### src/rtl/dm_arbiter.sv
// Shares the single-port data memory between the CPU MEM stage and the DMA master.
// CPU has default priority; bounded DMA bursts and a starvation counter guarantee progress.
module dm_arbiter #(
    parameter int MAX_BURST    = 4,
    parameter int STARVE_LIMIT = 8,
    parameter int SIZE_W       = 2,
    parameter int EXT_W        = 1
) (
    input  logic              clk_i,
    input  logic              rst_i,
    input  logic              cpu_req_i,
    input  logic              cpu_we_i,
    input  logic [31:0]       cpu_addr_i,
    input  logic [31:0]       cpu_wd_i,
    input  logic [SIZE_W-1:0] cpu_size_sel_i,
    input  logic [EXT_W-1:0]  cpu_ext_sel_i,
    output logic [31:0]       cpu_rd_o,
    output logic              cpu_stall_o,
    input  logic              dma_req_i,
    input  logic              dma_lock_i,
    input  logic              dma_we_i,
    input  logic [31:0]       dma_addr_i,
    input  logic [31:0]       dma_wd_i,
    input  logic [SIZE_W-1:0] dma_size_sel_i,
    input  logic [EXT_W-1:0]  dma_ext_sel_i,
    output logic              dma_gnt_o,
    output logic [31:0]       dma_rd_o,
    output logic              dma_rd_valid_o,
    output logic              dm_we_o,
    output logic [31:0]       dm_addr_o,
    output logic [31:0]       dm_wd_o,
    output logic [SIZE_W-1:0] dm_size_sel_o,
    output logic [EXT_W-1:0]  dm_ext_sel_o,
    input  logic [31:0]       dm_rd_i
);

    localparam logic [3:0] BURST_MAX = 4'(MAX_BURST);
    localparam logic [3:0] WAIT_MAX  = 4'(STARVE_LIMIT);

    typedef enum logic [1:0] {
        OWN_NONE = 2'd0,
        OWN_CPU  = 2'd1,
        OWN_DMA  = 2'd2
    } owner_e;

    owner_e      owner_q, owner_d;
    logic [3:0]  burst_q, burst_d;
    logic [3:0]  wait_q, wait_d;
    logic [31:0] dma_rd_q, dma_rd_d;
    logic        dma_rd_valid_q, dma_rd_valid_d;
    logic        cpu_gnt, dma_gnt;

    // DMA wins when alone, when starved, or while continuing a locked burst
    always_comb begin
        cpu_gnt = 1'b0;
        dma_gnt = 1'b0;
        if (!rst_i) begin
            if (dma_req_i && (!cpu_req_i || wait_q == WAIT_MAX ||
                              (owner_q == OWN_DMA && dma_lock_i && burst_q < BURST_MAX))) begin
                dma_gnt = 1'b1;
            end else if (cpu_req_i) begin
                cpu_gnt = 1'b1;
            end
        end
    end

    always_comb begin
        dm_we_o       = 1'b0;
        dm_addr_o     = '0;
        dm_wd_o       = '0;
        dm_size_sel_o = '0;
        dm_ext_sel_o  = '0;
        if (dma_gnt) begin
            dm_we_o       = dma_we_i;
            dm_addr_o     = dma_addr_i;
            dm_wd_o       = dma_wd_i;
            dm_size_sel_o = dma_size_sel_i;
            dm_ext_sel_o  = dma_ext_sel_i;
        end else if (cpu_gnt) begin
            dm_we_o       = cpu_we_i;
            dm_addr_o     = cpu_addr_i;
            dm_wd_o       = cpu_wd_i;
            dm_size_sel_o = cpu_size_sel_i;
            dm_ext_sel_o  = cpu_ext_sel_i;
        end
    end

    always_comb begin
        owner_d        = dma_gnt ? OWN_DMA : (cpu_gnt ? OWN_CPU : OWN_NONE);
        burst_d        = '0;
        wait_d         = '0;
        dma_rd_d       = dma_rd_q;
        dma_rd_valid_d = 1'b0;
        if (dma_gnt && cpu_req_i) begin
            burst_d = (burst_q >= BURST_MAX) ? BURST_MAX : burst_q + 4'd1;
        end
        if (dma_req_i && !dma_gnt) begin
            wait_d = (wait_q >= WAIT_MAX) ? WAIT_MAX : wait_q + 4'd1;
        end
        if (dma_gnt && !dma_we_i) begin
            dma_rd_d       = dm_rd_i;
            dma_rd_valid_d = 1'b1;
        end
    end

    always_ff @(posedge clk_i or posedge rst_i) begin
        if (rst_i) begin
            owner_q        <= OWN_NONE;
            burst_q        <= '0;
            wait_q         <= '0;
            dma_rd_q       <= '0;
            dma_rd_valid_q <= 1'b0;
        end else begin
            owner_q        <= owner_d;
            burst_q        <= burst_d;
            wait_q         <= wait_d;
            dma_rd_q       <= dma_rd_d;
            dma_rd_valid_q <= dma_rd_valid_d;
        end
    end

    assign cpu_rd_o       = dm_rd_i;
    assign cpu_stall_o    = !rst_i && cpu_req_i && !cpu_gnt;
    assign dma_gnt_o      = dma_gnt;
    assign dma_rd_o       = dma_rd_q;
    assign dma_rd_valid_o = dma_rd_valid_q;

endmodule

### config.mk
export PLATFORM = sky130hd
export DESIGN_NAME = dm_arbiter
export DESIGN_NICKNAME = d
export VERILOG_FILES = /design/src/rtl/dm_arbiter.sv
export SDC_FILE = /design/constraint.sdc
export NUM_CORES = 1
export LEC_CHECK = 0
export CAP_MARGIN = 20
export CORE_AREA = 5 5 118 120
export DETAILED_ROUTE_END_ITERATION = 8
export DIE_AREA = 0 0 123 125
export PLACE_DENSITY = 0.81
export RECOVER_POWER = 50
export SLEW_MARGIN = 20
export SYNTH_ARGS = -nofsm -noshare
export SYNTH_HDL_FRONTEND = slang
export SYNTH_SLANG_ARGS = --single-unit
### constraint.sdc
create_clock -name clk_i -period 2.6 [get_ports clk_i]
set_input_delay 0.39 -clock clk_i [delete_from_list [all_inputs] [get_ports clk_i]]
set_output_delay 0.39 -clock clk_i [all_outputs]
set_load 0.03 [all_outputs]
Yosys cells after proc, flatten, opt, wreduce, memory -nomap -nowiden
Index checks and enable logic that the tools add are counted.
Word-level totals
  flip-flop bits (word level): 43
  input port bits: 173
Cells by class
  add/subtract/negate cells: 2
  order comparisons: 3
  equality and inequality tests: 2
  mux-type cells: 22
  reductions and logical operators: 15
Operators by type and width (number)
  two-way mux 32 bit: 4
  two-way mux 4 bit: 4
  two-way mux 1 bit: 11
  adder 4 x 1 -> 4 bit, second input constant: 2
  logical AND 1 bit: 8
  two-way mux 2 bit: 3
  zero test 1 bit: 5
  == test 4 bit, second input constant: 1
  greater-or-equal comparator 4 x 3 -> 1 bit, second input constant: 1
  greater-or-equal comparator 4 bit, second input constant: 1
  less-than comparator 4 x 3 -> 1 bit, second input constant: 1
  == test 2 bit, second input constant: 1
  logical OR 1 bit: 2

Logic depth before layout (Yosys ltp)
Gate-level depths: netlist (run 1).
  word-level depth: 10
  depth in mapped cells: 9
  mapped depth without buffers: 6

Worst setup path before layout (run 1)
No wires, ideal clock.
  kind: input port to output port
  start: input port rst_i
  end: output port cpu_stall_o
  data arrival time: 2155 ps
  setup slack: 55 ps
  stages on the path: 4
  cell sequence: clkbuf_1 -> inv_1 -> nand2_1 -> nor2_1
On the way
  longest elaborated chain between the ends: 3
RTL lines
  start: declaration: line 10  | input logic rst_i,
  two-way mux 1 bit or zero test 1 bit (tied branches): line 57, 123
  zero test 1 bit or logical AND 1 bit (tied branches): line 123  | assign cpu_stall_o = !rst_i && cpu_req_i && !cpu_gnt;
  logical AND 1 bit *: line 123
  end: declaration: line 18  | output logic cpu_stall_o,
Mark *: on every way between the ends. The rest lies on a longest branch, timed or not.

Worst setup path in the final report (run 1)
  start: register wait_q[0]
  end: output port dm_addr_o[23]
On the way
  longest elaborated chain between the ends: 8
RTL lines
  start: declaration: line 48  | logic [3:0] wait_q, wait_d;
  start signal: assignment: line 116  | wait_q <= wait_d;
  == test 4 bit *: line 58  | if (dma_req_i && (!cpu_req_i || wait_q == WAIT_MAX ||
  logical OR 1 bit * (2 in series): line 58
  logical AND 1 bit *: line 58
  two-way mux 1 bit: line 58
  two-way mux 1 bit: line 57  | if (!rst_i) begin
  two-way mux 32 bit: line 79  | end else if (cpu_gnt) begin
  two-way mux 32 bit *: line 73  | if (dma_gnt) begin
  end: declaration: line 30  | output logic [31:0] dm_addr_o,
Marked as above.

==> results of run 1 <==
cell families (layout without fill, tap and decap cells):
group           count (synthesis)  after routing  share of synthesized area, %
mux                            32             32                          15.1
fa+ha+maj                       3              3                          1.21
simple gates                  153            153                          22.4
flops                          43             43                          34.7
compound gates                 73             73                          12.1
xor+xnor                        1              1                         0.282
buf+inv                        74            340                          14.0
other cells                     1              1                         0.121
placed cells by master (no fill, tap or decap), types with 3 or more instances in the layout:
master | netlist | layout
clkdlybuf4s50_1 | 0 | 235
nand2_1 | 69 | 69
nand3_1 | 68 | 68
buf_4 | 32 | 63
a21oi_1 | 68 | 47
dfrtp_1 | 43 | 43
mux2_4 | 29 | 29
a21oi_2 | 0 | 21
buf_6 | 3 | 13
buf_12 | 0 | 9
clkbuf_16 | 0 | 7
inv_1 | 6 | 6
nor2_1 | 6 | 6
mux2_2 | 3 | 3
ha_1 | 3 | 3
area by class of cell:
class                           instances  area share, %
Inverter                                6          0.350
Clock buffer                            6           2.16
Timing Repair Buffer                  326           50.4
Sequential cell                        43           16.7
Clock inverter                          2          0.544
Multi-Input combinational cell        263           26.4
Tap cell                              176           3.42
power by group:
part	leakage, nW	switching, mW	internal, mW
Combinational	2.15	0.761	0.791
Sequential	0.531	0.0689	0.793
Clock	0.0868	0.240	0.477
Total	2.76	1.07	2.06
state kept, by name, summed over array words and instances (netlist names):
signal and flops:
burst_q 4, dma_rd_o 32, dma_rd_valid_o 1, owner_q 2, wait_q 4
routing by layer:
metal | wire length (um) | vias up | share of wire [%]
met5 | 0 | - | 0
met4 | 178 | 0 | 1.3
met3 | 1540 | 11 | 11
met2 | 6870 | 184 | 50
met1 | 5290 | 1733 | 38
li1 | - | 1794 | -
critical path, cell delays in order (launching register included):
cell	delay (ns)
dfrtp_1	0.37
inv_1	0.06
ha_1	0.19
and4b_1	0.24
a211oi_4	0.19
buf_4	0.18
buf_12	0.14
nand3_1	0.11
a21oi_2	0.26
buf_12	0.15
timing repair:
| action | CTS | global route |
|---|---|---|
| hold buffers | 0 | 0 |
| pin swaps | 1 | 35 |
| endpoints found under the setup margin | 64 | 70 |
| resized for setup | 2 | 35 |
| cloned | 1 | 2 |
| buffers inserted | 2 | 2 |
worst paths after layout:
check | slack, ns | depth (start not counted) | endpoint
max in group asynchronous | 1.17 | 4 | dma_rd_o[0]
max reg2reg | 0.38 | 8 | dma_rd_o[30]
max | 0.04 | 9 | dm_addr_o[23]
min | 0.44 | 1 | burst_q[0]
min reg2reg | 0.44 | 1 | burst_q[0]
min in group asynchronous | 0.79 | 4 | burst_q[1]
metrics by stage:
stage	cells	utilization, %	cell area [um^2]	total power [mW]
after floorplan	380	-	3100	1.66
after global placement	807	46.7	6020	2.37
final	822	50.0	6440	3.13
after detailed placement	807	46.7	6020	2.38
after CTS	818	48.4	6240	3.12
after global routing	822	50.0	6440	3.27
==> impl_metrics.env, run 1 <==
export IMPL_dp_hpwl_mm=10.5
export IMPL_pre_cts_slack_ns=-0.0858
export IMPL_synth_area_mm2=0.00310
export IMPL_finalSetupViolCount=0
export IMPL_regArea_mm2=0.00108
export IMPL_relSlewSlack_pct=31.2
export IMPL_async_reset_ff_share_pct=100
export IMPL_layout_drive_gt1_share_pct=24.1
export IMPL_syn_inst=380
export IMPL_synth_area_leaders="dfrtp_1, mux2_4, a21oi_1"
export IMPL_fill_cells=1187
export IMPL_grt_max_degree=70
export IMPL_max_cap_violations=0
export IMPL_r2r_start="wait_q[0]"
export IMPL_cts_root_buf="clkbuf_16"
export IMPL_synthDominantCellAreaShare_pct=34.7
export IMPL_multi_input_area_mm2=0.00170
export IMPL_io_pins=308
export IMPL_numPortBuffers=307
export IMPL_wl_mm=13.9
export IMPL_ys_ff_latch=43
export IMPL_cts_tree="built"
export IMPL_layout_nets=821
export IMPL_period_share_pct=98.4
export IMPL_holdWs_ns=0.444
export IMPL_drtIter0Drc=267
export IMPL_fin_setup_tns_ns=0
export IMPL_synth_seq_area_share_pct=34.7
export IMPL_wl_per_cell_um=16.9
export IMPL_cts_buffers=5
export IMPL_min_path_type="flop to flop"
export IMPL_slew_viol_final=0
export IMPL_coreArea_mm2=0.0129
export IMPL_grt_overflow=0
export IMPL_worstSetupStartpointType="flop"
export IMPL_yosysWarningCount=0
export IMPL_cp_max_fo=14
export IMPL_avgSynthCellArea_um2=8.16
export IMPL_cts_htree_levels=2
export IMPL_cts_sinks=43
export IMPL_num_rows=42
export IMPL_cts_buffer_depth=2
export IMPL_crit_start="wait_q[0]"
export IMPL_grt_pass1_wl_mm=19.5
export IMPL_rsz0062_at_grt="yes"
export IMPL_grt_busiest_layer="met2"
export IMPL_worstSkewPairLatency_ns=0.28
export IMPL_place_congestion=0.877
export IMPL_initial_core_util_pct=24.1
export IMPL_viasPerCell=4.53
export IMPL_synth_fp_nets=556
export IMPL_synth_commonest_cells="nand2_1, a21oi_1, nand3_1, dfrtp_1, buf_4"
export IMPL_clk_pin_slew_worst_paths_ns=0.06
export IMPL_met1_usage_pct=18.4
export IMPL_grt_use_met2_pct=28.0
export IMPL_final_antenna_net_count=0
export IMPL_grt_use_met3_pct=5.24
export IMPL_endpoint_kind="output pin"
export IMPL_dieArea_mm2=0.0154
export IMPL_synthMostInstantiatedCell="nand2_1"
export IMPL_worst_slew_pin_slew_ns=1.03
export IMPL_cp_arrival_ns=2.17
export IMPL_grt_use_total_pct=15.8
export IMPL_synth_top_cell_by_area="dfrtp_1"
export IMPL_p_leak_nw=2.76
export IMPL_synth_top_flop_cell="dfrtp_1"
export IMPL_drtPass1Iterations=4
export IMPL_vias=3722
export IMPL_cellPowerDensity_mw_per_mm2=486
export IMPL_period_needed_ns=2.56
export IMPL_syn2layout_area_growth_pct=108
export IMPL_hp_start="burst_q[0]"
export IMPL_drc=0
export IMPL_die_h_um=125
export IMPL_critPathKind="flop to output pin"
export IMPL_layout_setup_ws_ns=0.0412
export IMPL_synth_distinct_cells=27
export IMPL_finalClockSkew_ns=0.00365
export IMPL_first_global_vias=3613
export IMPL_ir_worst_vdd_v=0.000346
export IMPL_die_w_um=123
export IMPL_hold_viol_final=0
export IMPL_status="complete, no violations"
export IMPL_antenna_cells=0
export IMPL_clock_fmax_ghz=0.391
export IMPL_antenna_found_initial=0
export IMPL_worstPathRequired_ns=2.21
export IMPL_synth_edf_count=0
Power figures use the tool's default switching activity.
==> inputs of run 2 (changes only) <==
ABC_AREA = 1   (was unset)
CORE_AREA = 5 5 116 118   (was 5 5 118 120)
DIE_AREA = 0 0 121 123   (was 0 0 123 125)
PLACE_DENSITY = 0.82   (was 0.81)
SETUP_SLACK_MARGIN = 0.3   (was unset)
TNS_END_PERCENT = 20   (was unset)
==> run 2 against run 1 <==
Compared with the run above: total power fell by 2.4%; sequential power fell by 3.8%; worst setup slack improved by 0.12 ns; via count is 13% higher; clock power rose by 12%; core utilization is 5.0 points higher; largest power group unchanged; fmax rose by 5.0%; critical endpoint is now dm_addr_o[31]; largest cell class unchanged.
==> impl_metrics.env, run 2 <==
export IMPL_min_path_type="flop to flop"
export IMPL_layout_drive_gt1_share_pct=23.8
export IMPL_wl_mm=16.2
export IMPL_cts_sinks=43
export IMPL_ir_worst_vdd_v=0.000296
export IMPL_place_congestion=0.830
export IMPL_p_leak_nw=3.30
export IMPL_synth_edf_count=0
export IMPL_cts_root_buf="clkbuf_16"
export IMPL_period_needed_ns=2.44
export IMPL_clock_fmax_ghz=0.410
export IMPL_relSlewSlack_pct=54.1
export IMPL_finish_utilization_pct=55.0
export IMPL_drtPass1Iterations=5
export IMPL_largest_reg_flops=32
export IMPL_slew_viol_final=0
export IMPL_synth_top_flop_cell="dfrtp_1"
export IMPL_power_frac_clock_pct=26.2
export IMPL_synthMuxAreaShare_pct=0
export IMPL_combPwrFrac_pct=46.7
export IMPL_final_antenna_net_count=0
export IMPL_cts_tree="built"
export IMPL_viasPerCell=4.57
export IMPL_intPower_mw=1.98
export IMPL_layout_nets=924
export IMPL_worst_slew_pin_slew_ns=0.689
export IMPL_synth_distinct_cells=22
export IMPL_synth_top_cell_by_area="dfrtp_1"
export IMPL_pwr_share_seq_pct=27.1
export IMPL_io_pins=308
export IMPL_vias=4215
export IMPL_pre_cts_slack_ns=0.140
export IMPL_worstPathRequired_ns=2.21
export IMPL_numPortBuffers=307
export IMPL_synth_seq_area_share_pct=35.5
export IMPL_cellPowerDensity_mw_per_mm2=449
export IMPL_worstSkewPairLatency_ns=0.28
export IMPL_syn2layout_area_growth_pct=125
export IMPL_critPathKind="flop to output pin"
export IMPL_hold_viol_final=0
export IMPL_synth_area_mm2=0.00303
export IMPL_max_cap_violations=0
export IMPL_clk_pin_slew_worst_paths_ns=0.06
export IMPL_coreArea_mm2=0.0124
export IMPL_die_h_um=123
export IMPL_die_w_um=121
export IMPL_finalClockSkew_ns=0.00444
export IMPL_syn_inst=459
export IMPL_cts_hold_buf=0
export IMPL_ys_ff_latch=43
export IMPL_grt_max_degree=66
export IMPL_synthDominantCellAreaShare_pct=35.5
export IMPL_synth_commonest_cells="nand2_1, nand3_1, dfrtp_1, buf_4, nand4_1"
export IMPL_synth_area_leaders="dfrtp_1, nand2_1, nand3_1"
export IMPL_synth_compound_area_share_pct=0.744
export IMPL_period_share_pct=93.8
export IMPL_final_cell_mix="clkdlybuf4s50_1, nand2_1, nand3_1"
export IMPL_synthMostInstantiatedCell="nand2_1"
export IMPL_cp_arrival_ns=2.05
export IMPL_async_reset_ff_share_pct=100
export IMPL_wl_per_cell_um=17.6
export IMPL_cts_buffers=5
export IMPL_endpoint_kind="output pin"
export IMPL_synth_adder_area_share_pct=1.24
export IMPL_antenna_found_initial=1
export IMPL_drtIter0Drc=338
export IMPL_grt_overflow=0
export IMPL_yosys_area_share_simple_pct=46.9
export IMPL_worstSetupStartpointType="flop"
export IMPL_fill_cells=1123
export IMPL_holdWs_ns=0.439
export IMPL_p_sw_share_pct=35.3
export IMPL_layout_commonest_cell="clkdlybuf4s50_1"
export IMPL_rsz0062_at_grt="yes"
export IMPL_cts_htree_levels=2
export IMPL_p_sw_mw=1.08
export IMPL_dieArea_mm2=0.0149
export IMPL_cp_max_fo=8
export IMPL_synth_xor_xnor_area_share_pct=0
export IMPL_cts_buffer_depth=2
export IMPL_synth_top_family_by_area="simple AND/OR/NAND/NOR gates"
export IMPL_layout_setup_ws_ns=0.162
export IMPL_place_inst=883
export IMPL_grt_pass1_wl_mm=21.7
export IMPL_fin_setup_tns_ns=0
export IMPL_yosysWarningCount=0
export IMPL_synth_fp_nets=635
export IMPL_drc=0
export IMPL_avgSynthCellArea_um2=6.60
export IMPL_num_rows=41
export IMPL_initial_core_util_pct=24.5
export IMPL_status="complete, no violations"
export IMPL_dp_hpwl_mm=10.9
export IMPL_finalNonFillerCells=922
export IMPL_grt_use_total_pct=18.4
export IMPL_first_global_vias=3989
export IMPL_finalSetupViolCount=0
run 2: final timing paths:
check	start	endpoint	slack (ns)	cells after the start
max	wait_q[0]	dm_addr_o[31]	0.16	14
min	burst_q[0]	burst_q[0]	0.44	1
max reg2reg	wait_q[0]	dma_rd_o[19]	0.24	18
min reg2reg	burst_q[0]	burst_q[0]	0.44	1
max in group asynchronous	rst_i	wait_q[2]	1.23	3
min in group asynchronous	rst_i	dma_rd_o[23]	0.92	3
run 2: stage by stage:
step / cell area (um^2) / power [mW]
floorplan: 3030 / 1.50
global placement: 5860 / 2.16
detailed placement: 5860 / 2.17
CTS: 6450 / 3.05
global route: 6800 / 3.19
finish: 6800 / 3.06
run 2: timing repair:
| action | CTS | global route |
|---|---|---|
| gates cloned | 4 | 6 |
| setup endpoints to repair | 69 | 103 |
| pin swaps | 3 | 22 |
| resized for setup | 39 | 73 |
| buffers inserted | 19 | 1 |
run 2: final cells by class:
type                            count  area, um^2  share of cell area [%]
Multi-Input combinational cell    336        1660                    24.4
Tap cell                          172         215                    3.16
Clock inverter                      2        60.1                   0.883
Inverter                           15        56.3                   0.828
Sequential cell                    43        1080                    15.8
Clock buffer                        6         129                    1.90
Antenna cell                        1        2.50                  0.0368
Timing Repair Buffer              347        3600                    53.0
run 2: cells by family after synthesis:
| family | Yosys count |
|---|---|
| buf+inv | 80 |
| other cells | 1 |
| flops | 43 |
| simple gates | 328 |
| compound gates | 4 |
| fa+ha+maj | 3 |
run 2: power groups by stage:
| stage | sequential (mW) | clock [mW] | combinational, mW |
|---|---|---|---|
| floorplan | 1.03 | 0 | 0.463 |
| global placement | 0.836 | 0 | 1.33 |
| detailed placement | 0.842 | 0 | 1.33 |
| CTS | 0.832 | 0.809 | 1.41 |
| global route | 0.840 | 0.844 | 1.50 |
| finish | 0.828 | 0.801 | 1.43 |
run 2: layer usage:
metal | wire (um) | part of all wire (%) | track usage, % | up-vias
li1 | - | - | - | 2038
met4 | 257 | 1.6 | 4.53 | 0
met5 | 0 | 0 | 0 | -
met1 | 6110 | 38 | 23.7 | 1946
met3 | 1410 | 8.7 | 4.03 | 24
met2 | 8430 | 52 | 31.4 | 207
run 2: critical path: stages (launching register included):
cell and delay [ns]:
dfrtp_1 0.39, inv_2 0.09, ha_4 0.13, nand3_2 0.07, nand2_2 0.09, inv_2 0.04
nand2_2 0.08, nand2_4 0.06, nor2_4 0.11, buf_12 0.14, buf_12 0.13, buf_16 0.14
nand2_2 0.06, nand2_2 0.09, buf_6 0.13
==> inputs of run 3 (changes only) <==
CTS_BUF_LIST = sky130_fd_sc_hd__clkbuf_4 sky130_fd_sc_hd__clkbuf_8   (was unset)
PLACE_DENSITY = 0.76   (was 0.82)
==> run 3 against run 2 <==
Compared with the run above: global-route usage decreased by 0.40 points; first-iteration DRC count fell by 6.5%; critical path depth down 1; critical path type unchanged; highest routed layer unchanged.
==> impl_metrics.env, run 3 (same netlist as run 2, synthesis figures left out) <==
export IMPL_layout_drive_gt1_share_pct=18.3
export IMPL_first_global_vias=3938
export IMPL_grt_busiest_layer="met2"
export IMPL_die_h_um=123
export IMPL_cts_htree_levels=2
export IMPL_worstSkewPairLatency_ns=0.29
export IMPL_dieArea_mm2=0.0149
export IMPL_power_frac_clock_pct=18.9
export IMPL_p_sw_share_pct=37.8
export IMPL_cts_tree="built"
export IMPL_worstPathRequired_ns=2.21
export IMPL_cts_root_buf="clkbuf_8"
export IMPL_cts_hold_buf=0
export IMPL_critPathMaxStageDelay_ns=0.40
export IMPL_wl_per_cell_um=16.6
export IMPL_num_rows=41
export IMPL_finalPower_mw=2.73
export IMPL_cp_common_cell="nand2_1"
export IMPL_intPower_mw=1.70
export IMPL_layout_commonest_cell="clkdlybuf4s50_1"
export IMPL_relSlewSlack_pct=54.4
export IMPL_cellPowerDensity_mw_per_mm2=416
export IMPL_layout_nets=911
export IMPL_grt_max_degree=69
export IMPL_worst_slew_pin_slew_ns=0.684
export IMPL_pwr_share_seq_pct=30.0
export IMPL_grt_pass1_wl_mm=21.4
export IMPL_wl_mm=15.1
export IMPL_die_w_um=121
export IMPL_clk_pin_slew_worst_paths_ns=0.08
export IMPL_endpoint_kind="output pin"
export IMPL_crit_buf_inv=5
export IMPL_slew_viol_final=0
export IMPL_combPwrFrac_pct=51.1
export IMPL_finalClockSkew_ns=0.0113
export IMPL_cp_max_fo=8
export IMPL_rsz0062_at_grt="yes"
export IMPL_cts_sinks=43
export IMPL_numPortBuffers=307
export IMPL_finish_utilization_pct=53.1
export IMPL_grt_overflow=0
export IMPL_cp_slowest_cell="dfrtp_1"
export IMPL_grt_use_met3_pct=3.84
export IMPL_p_leak_nw=3.23
export IMPL_largest_reg_flops=32
export IMPL_critPathKind="flop to output pin"
export IMPL_status="complete, no violations"
export IMPL_initial_core_util_pct=24.5
export IMPL_drtPass1Iterations=5
export IMPL_cts_buffers=5
export IMPL_antenna_cells=0
export IMPL_grt_use_met2_pct=30.1
export IMPL_max_cap_violations=0
export IMPL_place_congestion=0.781
export IMPL_drc=0
export IMPL_period_needed_ns=2.38
export IMPL_dp_hpwl_mm=10.5
export IMPL_worstSetupStartpointType="flop"
export IMPL_syn2layout_area_growth_pct=117
export IMPL_min_path_type="flop to flop"
export IMPL_coreArea_mm2=0.0124
export IMPL_fin_setup_tns_ns=0
export IMPL_ir_worst_vdd_v=0.000279
export IMPL_met1_usage_pct=24.0
export IMPL_io_pins=308
export IMPL_grt_use_total_pct=18.0
export IMPL_vias=4063
export IMPL_hold_viol_final=0
export IMPL_cp_cell_sequence="inv_2 > ha_1 > nand3_2 > nand2_1 > inv_2 > nand2_4 > nand2_4 > nor2_4 > buf_12 > clkbuf_16 > nand2_1 > nand2_1 > buf_4"
export IMPL_final_cell_mix="clkdlybuf4s50_1, nand2_1, nand3_1"
export IMPL_period_share_pct=91.4
export IMPL_clock_fmax_ghz=0.421
export IMPL_p_sw_mw=1.03
export IMPL_cp_arrival_ns=1.99
export IMPL_drtIter0Drc=316
export IMPL_cts_buffer_depth=2
export IMPL_cpLargestDelayFamily="buffers and inverters"
export IMPL_final_antenna_net_count=0
export IMPL_antenna_found_initial=0
export IMPL_viasPerCell=4.47
export IMPL_finalSetupViolCount=0
## run 3: timing repair
item | 4_1_cts | 5_1_grt
endpoints found under the setup margin | 69 | 70
gates resized for setup | 47 | 48
cloned | 6 | 3
buffers inserted | 8 | 1
pin swaps | 7 | 4
## run 3: worst paths after layout
| check | from | to | slack, ns | cells past startpoint |
|---|---|---|---|---|
| setup reg to reg | wait_q[0] | burst_q[0] | 0.47 | 12 |
| hold / removal | burst_q[0] | burst_q[0] | 0.44 | 1 |
| min in group asynchronous | rst_i | owner_q[0] | 0.69 | 2 |
| max in group asynchronous | rst_i | wait_q[3] | 1.08 | 3 |
| hold reg to reg | burst_q[0] | burst_q[0] | 0.44 | 1 |
| setup / recovery | wait_q[0] | dm_addr_o[20] | 0.22 | 13 |
## run 3: cell type report
| cell class | instances | area (um^2) |
|---|---|---|
| Clock buffer | 5 | 68.8 |
| Clock inverter | 3 | 43.8 |
| Fill cell | 1139 | 5800 |
| Inverter | 15 | 56.3 |
| Multi-Input combinational cell | 336 | 1610 |
| Sequential cell | 43 | 1080 |
| Tap cell | 172 | 215 |
| Timing Repair Buffer | 334 | 3500 |
## run 3: per-stage QoR
step	setup WS [ns]	instance area, um^2	std cells	hold WS [ns]
final	0.224	6570	908	0.440
after global routing	0.0892	6570	908	0.470
after CTS	0.215	6350	904	0.442
after detailed placement	0.176	5860	882	0.430
after global placement	0.203	5860	882	0.427
after floorplan	0.302	3030	459	0.409
## run 3: power by group through the flow
| stage | Sequential, mW | Clock [mW] | Combinational (mW) |
|---|---|---|---|
| floorplan | 1.03 | 0 | 0.463 |
| global placement | 0.833 | 0 | 1.33 |
| detailed placement | 0.838 | 0 | 1.33 |
| CTS | 0.826 | 0.543 | 1.41 |
| global route | 0.836 | 0.570 | 1.48 |
| finish | 0.819 | 0.517 | 1.40 |
## run 3: layer usage
layer / part of all wire, % / up-vias
met3: 6.6 / 18
met1: 41 / 1875
met2: 50 / 156
met5: 0 / -
met4: 1.5 / 0
li1: - / 2014
